**config.mk**
```make
export PLATFORM = sky130hd
export DESIGN_NAME = capture_ctrl_flat
export DESIGN_NICKNAME = d
export VERILOG_FILES = /design/src/rtl/capture_ctrl_if.sv /design/src/rtl/capture_ctrl.sv /design/src/flat_wrapper.sv
export SDC_FILE = /design/constraint.sdc
export NUM_CORES = 1
export LEC_CHECK = 0
export BUFFER_PORTS_ARGS = -buffer_cell sky130_fd_sc_hd__buf_2
export CORE_MARGIN = 2
export CORE_UTILIZATION = 51
export DETAILED_ROUTE_END_ITERATION = 10
export PLACE_DENSITY_LB_ADDON = 0.05
export SETUP_SLACK_MARGIN = 0.4
export SLEW_MARGIN = 20
export SYNTH_ARGS = -nofsm -noshare
export SYNTH_HDL_FRONTEND = slang
export SYNTH_SLANG_ARGS = --single-unit
export TNS_END_PERCENT = 30
```
**constraint.sdc**
```tcl
create_clock -name clk_i -period 2.5 [get_ports clk_i]
set_clock_uncertainty 0.15 [all_clocks]
set_input_delay 0 -clock clk_i [delete_from_list [all_inputs] [get_ports clk_i]]
set_output_delay 0 -clock clk_i [all_outputs]
set_load 0.03 [all_outputs]
```
**src/rtl/capture_ctrl_if.sv**
```systemverilog
// ============================================================================
// capture_ctrl_if : sample stream in, FIFO write port out   | Rev 1.0
// ============================================================================
`default_nettype none

interface capture_ctrl_if #(
    parameter int DATA_WIDTH = 8
);
    logic                  sample_valid_i;
    logic [DATA_WIDTH-1:0] sample_i;
    logic                  fifo_full_i;
    logic                  wr_inc_o;
    logic [DATA_WIDTH-1:0] wr_data_o;

    modport master (
        input  sample_valid_i,
        input  sample_i,
        input  fifo_full_i,
        output wr_inc_o,
        output wr_data_o
    );

    modport slave (
        output sample_valid_i,
        output sample_i,
        output fifo_full_i,
        input  wr_inc_o,
        input  wr_data_o
    );
endinterface

`default_nettype wire

```
**src/rtl/capture_ctrl.sv**
```systemverilog
// ============================================================================
// capture_ctrl : armed level-crossing trigger, writes trigger + post samples  | Rev 1.0
// ============================================================================
`default_nettype none

module capture_ctrl #(
    parameter int DATA_WIDTH = 8,
    parameter int CNT_WIDTH  = 10
) (
    input  wire logic                  clk_i,
    input  wire logic                  rst_i,
    capture_ctrl_if.master             bus,
    input  wire logic                  arm_i,
    input  wire logic                  abort_i,
    input  wire logic [DATA_WIDTH-1:0] trig_level_i,
    input  wire logic                  trig_rising_i,
    input  wire logic [CNT_WIDTH-1:0]  post_len_i,
    output logic                       busy_o,
    output logic                       triggered_o,
    output logic                       done_o,
    output logic                       overflow_o
);

    typedef enum logic [1:0] {
        S_IDLE    = 2'd0,
        S_ARMED   = 2'd1,
        S_CAPTURE = 2'd2
    } state_t;

    state_t                state_q,      state_d;
    logic [DATA_WIDTH-1:0] level_q,      level_d;
    logic                  rising_q,     rising_d;
    logic [CNT_WIDTH-1:0]  len_q,        len_d;
    logic [DATA_WIDTH-1:0] prev_q,       prev_d;
    logic                  prev_valid_q, prev_valid_d;
    logic [CNT_WIDTH-1:0]  remaining_q,  remaining_d;
    logic                  pend_q,       pend_d;
    logic [DATA_WIDTH-1:0] wr_data_q,    wr_data_d;
    logic                  triggered_q,  triggered_d;
    logic                  done_q,       done_d;
    logic                  overflow_q,   overflow_d;

    logic w_sample_above;
    logic w_prev_above;
    logic w_trigger;

    assign w_sample_above = (bus.sample_i >= level_q);
    assign w_prev_above   = (prev_q >= level_q);
    assign w_trigger      = prev_valid_q &&
                            (rising_q ? (!w_prev_above &&  w_sample_above)
                                      : ( w_prev_above && !w_sample_above));

    always_comb begin
        state_d      = state_q;
        level_d      = level_q;
        rising_d     = rising_q;
        len_d        = len_q;
        prev_d       = prev_q;
        prev_valid_d = prev_valid_q;
        remaining_d  = remaining_q;
        pend_d       = 1'b0;
        wr_data_d    = wr_data_q;
        triggered_d  = triggered_q;
        done_d       = 1'b0;
        overflow_d   = overflow_q;

        // A presented write that meets a full FIFO is lost for good.
        if (pend_q && bus.fifo_full_i) begin
            overflow_d = 1'b1;
        end

        if (abort_i) begin
            state_d     = S_IDLE;
            triggered_d = 1'b0;
        end else begin
            case (state_q)
                S_IDLE: begin
                    if (arm_i) begin
                        state_d      = S_ARMED;
                        level_d      = trig_level_i;
                        rising_d     = trig_rising_i;
                        len_d        = post_len_i;
                        prev_valid_d = 1'b0;
                        triggered_d  = 1'b0;
                        overflow_d   = 1'b0;
                    end
                end
                S_ARMED: begin
                    if (bus.sample_valid_i) begin
                        prev_d       = bus.sample_i;
                        prev_valid_d = 1'b1;
                        if (w_trigger) begin
                            pend_d      = 1'b1;
                            wr_data_d   = bus.sample_i;
                            triggered_d = 1'b1;
                            if (len_q == '0) begin
                                done_d  = 1'b1;
                                state_d = S_IDLE;
                            end else begin
                                remaining_d = len_q;
                                state_d     = S_CAPTURE;
                            end
                        end
                    end
                end
                S_CAPTURE: begin
                    // Counted even if later dropped, keeping the window time-aligned.
                    if (bus.sample_valid_i) begin
                        pend_d      = 1'b1;
                        wr_data_d   = bus.sample_i;
                        remaining_d = remaining_q - 1'b1;
                        if (remaining_q == CNT_WIDTH'(1)) begin
                            done_d  = 1'b1;
                            state_d = S_IDLE;
                        end
                    end
                end
                default: begin
                    state_d = S_IDLE;
                end
            endcase
        end
    end

    always_ff @(posedge clk_i or negedge rst_i) begin
        if (!rst_i) begin
            state_q      <= S_IDLE;
            level_q      <= '0;
            rising_q     <= 1'b0;
            len_q        <= '0;
            prev_q       <= '0;
            prev_valid_q <= 1'b0;
            remaining_q  <= '0;
            pend_q       <= 1'b0;
            wr_data_q    <= '0;
            triggered_q  <= 1'b0;
            done_q       <= 1'b0;
            overflow_q   <= 1'b0;
        end else begin
            state_q      <= state_d;
            level_q      <= level_d;
            rising_q     <= rising_d;
            len_q        <= len_d;
            prev_q       <= prev_d;
            prev_valid_q <= prev_valid_d;
            remaining_q  <= remaining_d;
            pend_q       <= pend_d;
            wr_data_q    <= wr_data_d;
            triggered_q  <= triggered_d;
            done_q       <= done_d;
            overflow_q   <= overflow_d;
        end
    end

    // Gated combinationally so the pointer never increments while full.
    assign bus.wr_inc_o  = pend_q & ~bus.fifo_full_i;
    assign bus.wr_data_o = wr_data_q;
    assign busy_o        = (state_q != S_IDLE);
    assign triggered_o   = triggered_q;
    assign done_o        = done_q;
    assign overflow_o    = overflow_q;

endmodule

`default_nettype wire

```
**src/flat_wrapper.sv**
```systemverilog
// flat-port wrapper written by rule: the top's interface ports become plain ports
module capture_ctrl_flat 
#(
    parameter int DATA_WIDTH = 8,
    parameter int CNT_WIDTH  = 10
)
  (clk_i, rst_i, arm_i, abort_i, trig_level_i, trig_rising_i, post_len_i, busy_o, triggered_o, done_o, overflow_o, bus_sample_valid_i, bus_sample_i, bus_fifo_full_i, bus_wr_inc_o, bus_wr_data_o);
  capture_ctrl_if #(.DATA_WIDTH(DATA_WIDTH)) bus_i ();
  input  wire logic clk_i;
  input  wire logic rst_i;
  input  wire logic arm_i;
  input  wire logic abort_i;
  input  wire logic [DATA_WIDTH-1:0] trig_level_i;
  input  wire logic trig_rising_i;
  input  wire logic [CNT_WIDTH-1:0] post_len_i;
  output logic busy_o;
  output logic triggered_o;
  output logic done_o;
  output logic overflow_o;
  input wire logic [$bits(bus_i.sample_valid_i)-1:0] bus_sample_valid_i;
  input wire logic [$bits(bus_i.sample_i)-1:0] bus_sample_i;
  input wire logic [$bits(bus_i.fifo_full_i)-1:0] bus_fifo_full_i;
  output wire logic [$bits(bus_i.wr_inc_o)-1:0] bus_wr_inc_o;
  output wire logic [$bits(bus_i.wr_data_o)-1:0] bus_wr_data_o;
  assign bus_i.sample_valid_i = bus_sample_valid_i;
  assign bus_i.sample_i = bus_sample_i;
  assign bus_i.fifo_full_i = bus_fifo_full_i;
  assign bus_wr_inc_o = bus_i.wr_inc_o;
  assign bus_wr_data_o = bus_i.wr_data_o;
  capture_ctrl #(.DATA_WIDTH(DATA_WIDTH), .CNT_WIDTH(CNT_WIDTH)) u_core (.clk_i(clk_i), .rst_i(rst_i), .bus(bus_i), .arm_i(arm_i), .abort_i(abort_i), .trig_level_i(trig_level_i), .trig_rising_i(trig_rising_i), .post_len_i(post_len_i), .busy_o(busy_o), .triggered_o(triggered_o), .done_o(done_o), .overflow_o(overflow_o));
endmodule
```
Word level (Yosys, flattened, before mapping)
Cells that the tools add are included.
{"block": "word_totals", "latchBits": 0, "mem_count": 0, "romBits": 0, "wordCells": 91, "mem_bits_rw": 0, "reg_bits": 52, "in_bits": 33}
{"block": "op_classes", "mul": 0, "reduce_logical": 19, "magnitude_cmp": 2, "bitwise_logic": 3, "div_mod_pow": 0, "mux": 41, "n_eq_ne": 13, "shifts": 0, "add_sub_neg": 1}
{"operator": "$mux 10", "count": 4}
{"operator": "$mux 8", "count": 3}
{"operator": "$mux 1", "count": 20}
{"operator": "$pmux 10 s2", "count": 1}
{"operator": "$ge 8x8->1", "count": 2}
{"operator": "$pmux 8 s2", "count": 1}
{"operator": "$mux 2", "count": 7}
{"operator": "$eq 10x1->1 const B", "count": 1}
{"operator": "$logic_not 10->1", "count": 1}
{"operator": "$reduce_and 5->1", "count": 2}
{"operator": "$sub 10x1->10 const B", "count": 1}
{"operator": "$ne 3x3->1 const B", "count": 3}
{"operator": "$ne 2x2->1 const B", "count": 4}
{"operator": "$pmux 1 s2", "count": 4}
{"operator": "$reduce_and 4->1", "count": 2}
{"operator": "$ne 3x2->1 const B", "count": 2}
{"operator": "$pmux 2 s3", "count": 1}
{"operator": "$reduce_and 3->1", "count": 2}
{"operator": "$reduce_and 6->1", "count": 1}
{"operator": "$reduce_bool 2->1", "count": 3}
{"operator": "$logic_and 1x1->1", "count": 4}
{"operator": "$reduce_bool 3->1", "count": 1}
{"operator": "$eq 2x1->1 const B", "count": 1}
{"operator": "$eq 2x2->1 const B", "count": 1}
{"operator": "other kinds (5)", "count": 7}

Depth between registers and ports, before layout
{"block": "logic_depth", "ltp_word": 9, "depth_mapped": 10}

Worst setup path before layout
Ideal clock, no wire load.
{"block": "synth_path", "path_type": "flip-flop to flip-flop", "start": "reg u_core.prev_q[7]", "end": "reg u_core.wr_data_q[0] (netlist: u_core.bus.wr_data_o[0])", "path_slack_ps": -170, "stages_incl_launch_ff": 9, "arrival_ps": 2394, "period_less_slack_ps": 2670, "n_path_buf": 0, "cell_sequence": "dfrtp_1 -> ha_1 -> and3_1 -> a221o_1 -> a311oi_1 -> o2bb2ai_4 -> nor2_2 -> o21ai_4 -> mux2_4"}
{"block": "synth_between", "elab_chain_len": 7, "elab_cells_between_ends": 8}
{"item": "from (decl)", "line": "capture_ctrl.sv:34", "source": "logic [DATA_WIDTH-1:0] prev_q, prev_d;"}
{"item": "from (signal assigned)", "line": "capture_ctrl.sv:144", "source": "prev_q <= prev_d;"}
{"item": "$ge 8x8->1 (*)", "line": "capture_ctrl.sv:48", "source": "assign w_prev_above = (prev_q >= level_q);"}
{"item": "$logic_not 1->1", "line": "capture_ctrl.sv:50", "source": "(rising_q ? (!w_prev_above && w_sample_above)"}
{"item": "$logic_and 1x1->1", "line": "capture_ctrl.sv:50"}
{"item": "$mux 1 (*)", "line": "capture_ctrl.sv:50"}
{"item": "$logic_and 1x1->1 (*)", "line": "capture_ctrl.sv:49", "source": "assign w_trigger = prev_valid_q &&"}
{"item": "$ne 2x1->1 (no source line) (*)"}
{"item": "$reduce_and 5->1 (no source line) (*)"}
{"item": "to (signal assigned)", "line": "capture_ctrl.sv:148", "source": "wr_data_q <= wr_data_d;"}
{"item": "to (decl)", "line": "capture_ctrl.sv:38", "source": "logic [DATA_WIDTH-1:0] wr_data_q, wr_data_d;"}
Mark *: on every way between the ends. The rest lies on a longest branch, timed or not.
A chain may end at the register's enable or synchronous reset.

Worst setup path after layout
Same ends and word-level chain as after synthesis.

==> results.md <==
- The run finished, with violations left.
- The checks that failed: setup timing.
- In this run the critical register-to-register path is launched from u_core.prev_q[7].
- Power comes to roughly 3.2 mW.
- The mapped cell area is about 2900 µm².
- Counting I/O delays and the setup requirement, the final critical path takes approximately 2.7 ns.
- In this run the remaining antenna-violating nets after routing total 0.
- In the final routed layout, each cell accounts on average for 14.40 µm.
- The fraction of the cycle the final worst path needs is 106.5%.
- The CTS H-tree depth is 2.
- The routed layout has 2,502 vias.
- The average instance area after synthesis is just under 10 µm².
- The cell type group with the largest total delay on the critical path is compound AO/OA/AOI/OAI gates.
- In the global route stage, met3 resource usage came out at under 10%.
- Counting the fill cells in the layout gives ~440.
- In the layout the commonest cells are sky130_fd_sc_hd__nand2_1 (55), sky130_fd_sc_hd__dfrtp_1 (52), sky130_fd_sc_hd__buf_2 (45).
- The routability-driven placement congestion ratio is approximately 0.81.
- The first-pass iteration count of the detailed router is 4.
- For hold timing, the worst endpoint is u_core.prev_valid_q.
- After routing, the total negative slack on setup checks comes to -1.793 ns.
- The cell with the biggest individual delay on the critical path is sky130_fd_sc_hd__dfrtp_1.
- The number of antenna diodes in the final layout is 0.
- In this run, synthesis produced a sequential element count of 52.
- The tree is rooted in a sky130_fd_sc_hd__clkbuf_8.
- The routing usage on met1 is a little under a third.
- For this design, the sink count on the clock tree is 52.
- The post-synthesis net count is approximately 360.
- The initial core utilization is 53.05%.
- For this run, the top clock speed supported by timing is 0.3757 GHz.
- The die area is 6386 µm².
- The total number of yosys warnings is 0.
- Traced cell by cell, the critical path runs through ha_1 -> and3_4 -> a221o_1 -> a311oi_2 -> o2bb2ai_4 -> nor2_2 -> o21ai_4 -> buf_12 -> mux2_4.
- During placement, the flow inserted port buffers numbering 45.
- Setup violations remaining at the end of the flow were counted as 17.
- The number of DRC violations after detailed routing is 0.
- The endpoint type of the worst setup path is a flip-flop.
- After detailed routing, the number of vias per cell comes to approximately 5.4.
- The number of clock buffers added by TritonCTS is 5.
- The required time at the worst-slack endpoint is approximately 2.6 ns.
- The final-layout worst hold slack is 0.02511 ns.
- Summing all flip-flop and latch instances after layout gives 1301 µm².
- The most used routing layer in global routing is met2.
- Clock-pin slew was measured on the worst setup and hold paths at about 0.090 ns.
- In this run the critical register-to-register path is captured at u_core.bus.wr_data_o[0].
- The core region is around 5500 µm².
- The post-placement setup slack is -0.1150 ns.
- For the worst-skew pair, the clock arrives at the later sink with an insertion delay of between 0.3 and 0.4 ns.
- Counting both buffers and inverters, the worst setup path holds a total of 1.
- The number of library cell types mapped by synthesis is 51.
- The count of maximum capacitance violations is 0.
- For this run the aggregate overflow at the end of global routing stands at 0.
- During I/O placement, the number of pins put on the boundary was 46.
- The reg-to-reg setup timing slack is -0.16 ns.
- In this run the deepest clock path goes through 2 buffers.
- The relative area change from synthesis to final layout is 31.46%.
- The worst setup path is of the flip-flop to flip-flop kind.
- The initial antenna violation count is 0.
- Counting cells, the worst reg-to-reg path comes to 9.
- The number of cells on the worst hold path is 5.
- The class of the most critical hold timing path is input port to flip-flop.
- The cell count after synthesis came out at a little over 300.
- The total count of hold-check failures in the final report is 0.
- The critical hold path startpoint is abort_i.
- The met2 global-route usage is 38.08%.
- The largest net degree at the start of global routing is 53.
- In this run, the number of DRC markers left after iteration 0 of detailed routing was about 120.
- Setup repair after global routing could not meet its margin everywhere.
- The maximum fanout along the worst path is 8.
- The largest vdd supply drop is just under 0.6 mV.
- The number of rows created at floorplan is 27.
- Of the cells placed in the final design, the portion with a size suffix greater than 1 is between 20 and 30%.
- The first-pass GRT wire length is about 11,000 µm.
- For this run, the post-layout net count is 450.
- The multi-input combinational cell area is 1589 µm².
- Measured along the y axis, the die boundary spans about 80 µm.
- The die boundary width is around 80 µm.
- Leaving out fill and tap cells, the most frequent cell in the layout is sky130_fd_sc_hd__nand2_1.
- The overall routed net length is slightly below 7000 µm.
- The count of final max-slew check failures is 0.
- The startpoint class of the critical path is a flip-flop.
- TritonCTS built the clock tree.
- Summed over all cells, the static leakage comes to 1.840 nW.
- Summed over all nets, the half-perimeter wirelength after detailed placement is 4589 µm.
- The worst slew margin relative to its limit is around 57%.
- The number of global-route vias before repair is approximately 2,500.
- Sequential cells were found to cover between 40% and 50% of the synthesized design area.
- The critical path launch point is u_core.prev_q[7].
- The worst stage delay on the critical path is around 0.4 ns.
- In this run the power density over the cells is between 800 and 900 nW/µm².
- Across all setup checks in the final design, the least slack found is -0.1620 ns.
- For the worst setup path, the data arrival time is roughly 2.7 ns.
- The worst-margin pin slew is about 0.65 ns.
- Global routing used between 20% and 30% of the available tracks across all layers.
worst reg2reg max path, cell delays in order (launching register included):
cell	delay, ns
sky130_fd_sc_hd__dfrtp_1	0.40
sky130_fd_sc_hd__ha_1	0.31
sky130_fd_sc_hd__and3_4	0.18
sky130_fd_sc_hd__a221o_1	0.38
sky130_fd_sc_hd__a311oi_2	0.30
sky130_fd_sc_hd__o2bb2ai_4	0.18
sky130_fd_sc_hd__nor2_2	0.07
sky130_fd_sc_hd__o21ai_4	0.14
sky130_fd_sc_hd__buf_12	0.16
sky130_fd_sc_hd__mux2_4	0.30
cell type report:
class,instances,area share [%]
multi-input cells,218,41.13
repair buffers,96,18.23
well taps,72,2.332
clock buffers,7,2.494
flip-flops and latches,52,33.68
inverters,22,2.137
worst max-delay path by stage:
stage	end	slack, ns	cells after the start
6_report	u_core.bus.wr_data_o[0]	-0.16	9
2_1_floorplan	u_core.bus.wr_data_o[0]	-0.11	8
3_5_place_dp	u_core.remaining_q[4]	-0.12	9
3_3_place_gp	u_core.remaining_q[7]	-0.09	10
4_1_cts	u_core.remaining_q[6]	-0.13	9
5_1_grt	u_core.bus.wr_data_o[3]	-0.24	9
synthesized netlist by cell type (all sizes together):
cell	number	share of area (%)
mux2	17	7.7
a311oi	1	0.30
nand3b	3	0.77
buf	2	0.30
o41a	1	0.38
nand2	55	7.0
a211oi	2	0.51
o22a	1	0.30
nand2b	2	0.43
nor3b	2	0.51
nor2b	7	1.5
o311ai	1	0.30
o22ai	2	0.43
o21a	1	0.26
nand4	5	1.1
o31ai	2	0.51
a21o	4	1.0
nor2	16	2.1
inv	22	2.8
and3	2	0.43
clkbuf	8	1.0
nor3	3	0.68
o2bb2ai	1	0.94
a2bb2oi	1	0.30
or3	1	0.21
a211o	1	0.30
ha	22	9.4
a221o	2	0.68
a21oi	15	2.7
a222oi	1	0.34
and2	2	0.43
o31a	1	0.30
a22oi	1	0.26
dfrtp	52	44
o21ai	21	4.3
nand3	5	0.85
o211ai	1	0.26
nor4	4	1.1
mux2i	3	1.0
o221ai	1	0.30
a31oi	5	1.1
or2	1	0.21
or4	2	0.51
logic make-up after synthesis:
| logic type | Yosys count | share of synthesized area [%] |
|---|---|---|
| compound gates | 66 | 15.75 |
| fa+ha+maj | 22 | 9.366 |
| buf+inv | 32 | 4.129 |
| flops | 52 | 44.27 |
| mux | 20 | 8.685 |
| simple gates | 110 | 17.79 |
state kept, by name (all words and copies together), names as in the netlist:
register and count:
u_core.triggered_o 1, u_core.len_q 10, u_core.overflow_o 1, u_core.bus.wr_data_o 8
u_core.pend_q 1, u_core.done_o 1, u_core.prev_q 8, u_core.state_q 2
u_core.prev_valid_q 1, u_core.level_q 8, u_core.rising_q 1, u_core.remaining_q 10
metrics by stage:
step	area, µm²	instances	util [%]
floorplan	2957	302	-
global placement	3373	426	60.89
detailed placement	3373	426	60.89
CTS	3787	465	68.36
global route	3864	467	69.74
finish	3864	467	69.74
power by group:
| part | total (mW) | internal [mW] | switching [mW] |
|---|---|---|---|
| clock | 0.519 | 0.247 | 0.272 |
| sequential | 1.27 | 1.09 | 0.179 |
| combinational | 1.40 | 0.649 | 0.748 |
| total | 3.18 | 1.98 | 1.20 |
routing by layer:
layer / wire [µm] / vias up
met2: 3196 / 62
met1: 3187 / 1192
met4: 51 / 0
met3: 287 / 8
met5: 0 / -
li1: - / 1240
timing repair:
| item | 4_1_cts | 5_1_grt |
|---|---|---|
| endpoints found under the hold margin | 92 | 2 |
| setup buffers | 1 | 1 |
| endpoints found under the setup margin | 23 | 23 |
| gates resized for setup | 2 | 12 |
| pin swaps | 0 | 6 |
| cloned | 0 | 0 |
| hold buffers | 31 | 1 |
No activity file was read; power rests on OpenSTA's default activity.
